`src/rtl/multisim_apb_pkg.sv`:
```
// Shared types and default widths for the multisim APB manager bridge.
// The state encoding is visible on the debug port, so it is fixed here.
package multisim_apb_pkg;

  localparam int REQ_WIDTH_DEFAULT  = 69;  // paddr 32 + pwrite 1 + pwdata 32 + pstrb 4
  localparam int RESP_WIDTH_DEFAULT = 33;  // prdata 32 + pslverr 1

  typedef enum logic [1:0] {
    IDLE   = 2'd0,
    SETUP  = 2'd1,
    ACCESS = 2'd2
  } multisim_apb_state_t;

endpackage

```
`src/rtl/multisim_apb_fsm.sv`:
```
// IDLE/SETUP/ACCESS sequencer for one APB transfer at a time.
// Encoding 3 is unreachable; if it ever shows up, the machine recovers to IDLE.
module multisim_apb_fsm
  import multisim_apb_pkg::*;
(
  input  logic                clk,
  input  logic                rst,
  input  logic                start,
  input  logic                pready,
  input  logic                timeout,
  output multisim_apb_state_t state
);

  multisim_apb_state_t state_next;

  always_ff @(posedge clk) begin
    if (rst) begin
      state <= IDLE;
    end else begin
      state <= state_next;
    end
  end

  always_comb begin
    state_next = IDLE;
    case (state)
      IDLE:    state_next = start ? SETUP : IDLE;
      SETUP:   state_next = ACCESS;
      ACCESS:  state_next = (pready || timeout) ? IDLE : ACCESS;
      default: state_next = IDLE;
    endcase
  end

endmodule

```
`src/rtl/multisim_apb_manager_bridge.sv`:
```
// Request stream -> APB manager transfer -> single-entry response buffer.
// Handshake: a beat moves on a rising edge where valid && ready are both high.
module multisim_apb_manager_bridge
  import multisim_apb_pkg::*;
#(
  parameter int REQ_WIDTH      = REQ_WIDTH_DEFAULT,
  parameter int RESP_WIDTH     = RESP_WIDTH_DEFAULT,
  parameter int TIMEOUT_CYCLES = 0
) (
  input  logic                  clk,
  input  logic                  rst,
  input  logic                  req_vld,
  output logic                  req_rdy,
  input  logic [REQ_WIDTH-1:0]  req_data,
  output logic                  resp_vld,
  input  logic                  resp_rdy,
  output logic [RESP_WIDTH-1:0] resp_data,
  output logic                  resp_timeout,
  output logic [REQ_WIDTH-1:0]  o_apb_req,
  output logic                  o_apb_psel,
  output logic                  o_apb_penable,
  input  logic                  i_apb_pready,
  input  logic [RESP_WIDTH-1:0] i_apb_resp,
  output logic [1:0]            state
);

  localparam int CNT_W   = (TIMEOUT_CYCLES > 0) ? $clog2(TIMEOUT_CYCLES + 1) : 1;
  localparam int TO_LAST = (TIMEOUT_CYCLES > 0) ? TIMEOUT_CYCLES - 1 : 0;

  multisim_apb_state_t cur_state;
  logic                accept;
  logic                access_done;
  logic                timeout_hit;
  logic [CNT_W-1:0]    to_cnt;

  multisim_apb_fsm u_fsm (
    .clk     (clk),
    .rst     (rst),
    .start   (accept),
    .pready  (i_apb_pready),
    .timeout (timeout_hit),
    .state   (cur_state)
  );

  // Ready depends only on registered state, so a drain reopens the input one cycle later.
  assign req_rdy       = (cur_state == IDLE) && !resp_vld;
  assign accept        = req_vld && req_rdy;
  assign o_apb_psel    = (cur_state != IDLE);
  assign o_apb_penable = (cur_state == ACCESS);
  assign state         = cur_state;

  assign access_done = (cur_state == ACCESS) && i_apb_pready;
  // Fires on the ACCESS cycle in which the wait count would reach TIMEOUT_CYCLES.
  assign timeout_hit = (TIMEOUT_CYCLES > 0) && (cur_state == ACCESS) && !i_apb_pready &&
                       (to_cnt == TO_LAST[CNT_W-1:0]);

  always_ff @(posedge clk) begin
    if (rst) begin
      o_apb_req    <= '0;
      resp_vld     <= 1'b0;
      resp_data    <= '0;
      resp_timeout <= 1'b0;
      to_cnt       <= '0;
    end else begin
      if (accept) begin
        o_apb_req <= req_data;
        to_cnt    <= '0;
      end else if ((cur_state == ACCESS) && !i_apb_pready) begin
        to_cnt <= to_cnt + CNT_W'(1);
      end

      if (access_done) begin
        resp_data    <= i_apb_resp;
        resp_timeout <= 1'b0;
        resp_vld     <= 1'b1;
      end else if (timeout_hit) begin
        resp_data    <= '0;
        resp_timeout <= 1'b1;
        resp_vld     <= 1'b1;
      end else if (resp_vld && resp_rdy) begin
        resp_vld <= 1'b0;
      end
    end
  end

endmodule

```
`config.mk`:
```
export PLATFORM = sky130hd
export DESIGN_NAME = multisim_apb_manager_bridge
export DESIGN_NICKNAME = d
export VERILOG_FILES = /design/src/rtl/multisim_apb_pkg.sv /design/src/rtl/multisim_apb_fsm.sv /design/src/rtl/multisim_apb_manager_bridge.sv
export SDC_FILE = /design/constraint.sdc
export NUM_CORES = 1
export LEC_CHECK = 0
export CORE_MARGIN = 1
export CORE_UTILIZATION = 42
export CTS_BUF_LIST = sky130_fd_sc_hd__clkbuf_4 sky130_fd_sc_hd__clkbuf_8 sky130_fd_sc_hd__clkbuf_16
export CTS_CLUSTER_DIAMETER = 120
export DETAILED_ROUTE_END_ITERATION = 16
export HOLD_SLACK_MARGIN = 0.06
export PLACE_DENSITY = 0.89
export REMOVE_ABC_BUFFERS = 1
export SYNTH_ARGS = -nofsm -noshare
export SYNTH_HDL_FRONTEND = slang
export SYNTH_SLANG_ARGS = --single-unit
export TNS_END_PERCENT = 20
```
`constraint.sdc`:
```
create_clock -name clk -period 1.4 [get_ports clk]
set_input_delay 0.28 -clock clk [delete_from_list [all_inputs] [get_ports clk]]
set_output_delay 0.28 -clock clk [all_outputs]
set_load 0.01 [all_outputs]
```
* Yosys cells after proc, flatten, opt, wreduce, memory -nomap -nowiden
Index checks and enable logic that the tools add are counted.
Storage, ports and cells: register bits 105, bits of input ports 107, output and inout port bits 109, logic and storage cells 19
Operators by class: eq/ne operators 2, multiplexer cells 5, reductions and logical operators 8
Operator list (number):
- one-hot mux 2 bit (3 select lines) | 1
- logical AND 1 bit | 4
- nonzero test 2 bit | 2
- two-way mux 1 bit | 3
- equality test 2 x 1 -> 1 bit (second input constant) | 1
- equality test 2 bit (second input constant) | 1
- zero test 2 bit | 1
- two-way mux 2 bit | 1
- zero test 1 bit | 1

* Longest topological paths before layout
depth after elaboration 5, mapped depth 5, gate-level depth less buffers 2

* Cells and area by module
Synthesis repeated with hierarchy kept, for this count alone.
Unflattened totals: cells, all modules 458, area total of the unflattened synthesis 4775.8 um^2
Modules (own cells, without submodules):
- multisim_apb_manager_bridge | times used 1, cells an instance 452, area an instance 4704.5 um^2, seq. area each 2062.0 um^2
- multisim_apb_fsm | times used 1, cells an instance 6, area an instance 71.3 um^2, seq. area each 40.0 um^2

* Least setup slack after synthesis
OpenSTA, ideal clock, no wires.
kind register -> register, start register resp_vld, end register o_apb_req[10], library setup time 72 ps, data arrival time 1160 ps, data required time 1328 ps, path slack 168 ps, cell stages (with the launch flop) 5, path buffers 2, clock period less this slack 1232 ps, cells stage by stage dfxtp_1 nor4b_2 buf_6 buf_12 mux2i_1
Between the ends: word-level cells in the longest chain between the ends 3
Ends and longest elaborated chain:
- from (decl) | line multisim_apb_manager_bridge.sv:15 | output logic resp_vld,
- from (signal assigned) | line multisim_apb_manager_bridge.sv:60 | resp_vld <= 1'b0;
- from (signal assigned) | line multisim_apb_manager_bridge.sv:75 | resp_vld <= 1'b1;
- from (signal assigned) | line multisim_apb_manager_bridge.sv:79 | resp_vld <= 1'b1;
- zero test 1 bit | line multisim_apb_manager_bridge.sv:46 | assign req_rdy = (cur_state == IDLE) && !resp_vld;
- logical AND 1 bit | line multisim_apb_manager_bridge.sv:46
- logical AND 1 bit | line multisim_apb_manager_bridge.sv:47 | assign accept = req_vld && req_rdy;
- to (signal assigned) | line multisim_apb_manager_bridge.sv:66 | o_apb_req <= req_data;
- to (decl) | line multisim_apb_manager_bridge.sv:19 | output logic [REQ_WIDTH-1:0] o_apb_req,
No other way between the ends. A chain may end at the register's enable or synchronous reset.

* Final worst setup path
start register u_fsm.state[1], end register o_apb_req[14]
Between the ends: word-level cells in the longest chain between the ends 3
Ends and longest elaborated chain:
- from (decl) | line multisim_apb_fsm.sv:11 | output multisim_apb_state_t state
- from (signal assigned) | line multisim_apb_fsm.sv:20 | state <= state_next;
- zero test 2 bit | line multisim_apb_manager_bridge.sv:46
- logical AND 1 bit | line multisim_apb_manager_bridge.sv:46
- logical AND 1 bit | line multisim_apb_manager_bridge.sv:47
No other way between the ends.

==> summary.md <==
| Metric | Value |
|---|---|
| CTS clock-pin slew for the worst setup and hold paths | 0.07 ns |
| Average cell area after synthesis | 10.43 um^2 |
| WP data required | 1.65 ns |
| Synth cell types | 20 |
| Max-cap violations | 0 |
| Die ar. | 0.01183 mm^2 |
| Mapped Area | 0.004787 mm^2 |
| Total track usage | 19.48% |
| CP dominant cell by count | buf_12 |
| RR Startpoint | u_fsm.state[1] |
| Result of the run | complete, but fails checks |
| Die H | 108.8 um |
| Combinational Power Share | 19.6% |
| Rows | 38 |
| Gpl congestion | 0.7940 |
| Htree depth | 3 |
| R2R Setup Slk | -0.09 ns |
| FF+latch count, synth | 105 |
| Sequential area share after synthesis | 43.91% |
| CP Launch Type | flip-flop |
| Total Nets Final | 779 |
| Minimum clock period | 1.495 ns |
| Max clock buf depth | 2 |
| Final Hold Viols | 0 |
| Total core area | 0.01098 mm^2 |
| Seq pwr share | 44.5% |
| RSZ-0062 raised after global routing | yes |
| Ant diodes | 0 |
| Worst EP arrival | 1.75 ns |
| DR vias | 3,840 |
| Most frequent cells after synthesis | nand2b_1 (204), dfxtp_1 (105), mux2i_1 (102) |
| Post-CTS Hold Buffers | 0 |
| LEAKAGE | 3.279 nW |
| Top FF cell, synth | dfxtp_1 |
| Max-slew violations | 0 |
| Root buf cell | clkbuf_16 |
| Vias in the first global route | 3,856 |
| Worst setup EP type | flip-flop |
| Peak Freq | 0.6690 GHz |
| Final setup viols | 63 |
| Worst vdd ir | 0.5714 mV |
| Post-synth EDFFs | 0 |
| Port bufs | 214 |
| WHS Path Cells | 3 |
| Num CTS Buffers | 9 |
| Placed wire-length estimate | 8874 um |
| Setup WS pre-CTS | -0.2713 ns |
| Final Skew | 0.008955 ns |
| 1st-pass router iterations | 4 |
| Post-synth top area cell | dfxtp_1 |
| Drt wl/cell | 14.89 um |
| Layout cells sized above 1 | 8.715% |
| Net Switching | 1.789 mW |
| Reg2Reg Depth | 6 |
| Io pins | 216 |
| Type of the worst setup path | reg -> reg |
| Antenna violations before repair | 0 |
| TritonCTS clock tree | yes |
| Yosys top cell area share | 43.91% |
| Largest net degree at the start of global routing | 83 |
| Area Overhead vs Synth | 55.07% |
| Worst-Skew Late Latency | 0.33 ns |
| HP Start | rst |
| Cell chain of the critical path | buf_6 > nor4b_4 > buf_4 > buf_12 > buf_12 > mux2i_2 |
| Sw Ratio | 24.38% |
| Worst Hold Slack | 0.3956 ns |
| Vias per cell | 4.700 |
| Final worst slack | -0.09477 ns |
| Hold endpoint | o_apb_req[27] |
| Non-filler instance count after layout | 817 |
| Grt ovf | 0 |
| Synth async-reset ratio | 0% |
| HP Class | in -> reg |
| Fin Setup TNS | -2.949 ns |
| Die Width | 108.8 um |
| Clock share of power | 35.9% |
| Failing checks | negative setup slack |
| Initial Util | 43.59% |
| Final WL | 12,160 um |
| Inst Count DP | 795 |
| Power Density | 988.3 mW/mm^2 |
| Iteration-0 DRC count of the detailed router | 156 |
| Clk sinks | 105 |
| Antenna violation net count after detailed routing | 0 |
| Synth warn | 0 |
| Most instantiated library cell after synthesis | nand2b_1 |
| Worst-path maximum fanout | 8 |
| Cells after Synth | 459 |
| Drc violations | 0 |
| Overall power | 7.337 mW |
| Global-route wire length before repair | 17,980 um |
| Crit-path max cell delay | 0.33 ns |
| P_int | 5.548 mW |
| Largest cells by area after synthesis | dfxtp_1 (44%), nand2b_1 (27%), mux2i_1 (21%) |
| Period utilization | 106.8% |
| RR Endpoint | o_apb_req[14] |
| Slowest cell on the critical path | dfxtp_2 |
[routing by layer]
metal / wire length, um / global-route usage (%) / share of wire [%] / vias up
li1: - / - / - / 1887
met1: 4837 / 20.94 / 40 / 1780
met2: 6141 / 35.44 / 50 / 154
met3: 945 / 5.738 / 7.8 / 19
met4: 240 / 8.012 / 2.0 / 0
met5: 0 / 0 / 0 / -
[how the worst max path moves through the flow]
| stage | start | to | slack, ns | cells after the start |
|---|---|---|---|---|
| finish | u_fsm.state[1] | o_apb_req[14] | -0.09 | 6 |
| global route | u_fsm.state[1] | o_apb_req[15] | -0.15 | 6 |
| CTS | u_fsm.state[0] | req_rdy | -0.1 | 3 |
| detailed placement | req_vld | o_apb_req[16] | -0.27 | 5 |
| global placement | req_vld | o_apb_req[35] | -0.21 | 5 |
| floorplan | u_fsm.state[0] | o_apb_req[0] | -4.99 | 2 |
[registers in the layout (all words and copies together) (netlist names)]
signal	count
resp_data	33
resp_vld	1
o_apb_req	69
u_fsm.state	2
[critical path: cells and delay by family (launching register included)]
family / cells / cell delay (ns)
buffers and inverters: 4 / 0.61
DFF: 1 / 0.33
muxes: 1 / 0.21
and+or+nand+nor: 1 / 0.25
[cell type report]
class,instances,area (um^2)
Timing Repair Buffer,238,2389
Clock inverter,5,61.31
Multi-Input combinational cell,318,2440
Clock buffer,11,252.7
Sequential cell,105,2106
Tap cell,140,175.2
Fill cell,885,3560
[power groups by stage]
| stage | Clock (mW) | Combinational, mW | Sequential [mW] |
|---|---|---|---|
| after floorplan | 0 | 0.529 | 3.41 |
| after global placement | 0 | 1.43 | 3.33 |
| after detailed placement | 0 | 1.47 | 3.34 |
| after CTS | 2.70 | 1.35 | 3.27 |
| after global routing | 2.83 | 1.53 | 3.29 |
| final | 2.64 | 1.44 | 3.27 |
[cell families (layout without fill, tap and decap cells)]
| kind of cell | Yosys count | in the layout | share of synthesized area, % |
|---|---|---|---|
| and+or+nand+nor | 213 | 213 | 28.20 |
| DFF | 105 | 105 | 43.91 |
| muxes | 102 | 102 | 21.33 |
| buffers and inverters | 36 | 254 | 6.168 |
| AOI/OAI and AO/OA | 2 | 2 | 0.3136 |
| other | 1 | 1 | 0.07834 |
[per-stage QoR]
step | instance area, um^2 | utilization (%)
6_report | 7423 | 67.59
5_1_grt | 7423 | 67.59
4_1_cts | 7247 | 65.98
3_5_place_dp | 7063 | 64.31
3_3_place_gp | 7063 | 64.31
2_1_floorplan | 4492 | -
[cell usage in the layout, fill, tap and decap left out, types with 2 or more instances in the layout]
cell             instances
inv_6                    2
buf_6                    6
dfxtp_2                  3
dlygate4sd2_1          105
clkbuf_16               13
clkbuf_8                 2
buf_12                   9
nand2b_1               204
buf_4                    6
mux2i_2                  3
mux2i_4                  2
clkdlybuf4s50_1        105
mux2i_1                 97
buf_2                    2
dfxtp_1                102
[what timing repair did]
item | 4_1_cts | 5_1_grt
setup endpoints to repair | 137 | 57
resized for setup | 122 | 15
buffers inserted | 0 | 2
cloned | 0 | 4
pin swaps | 0 | 1
Power figures use the tool's default switching activity.
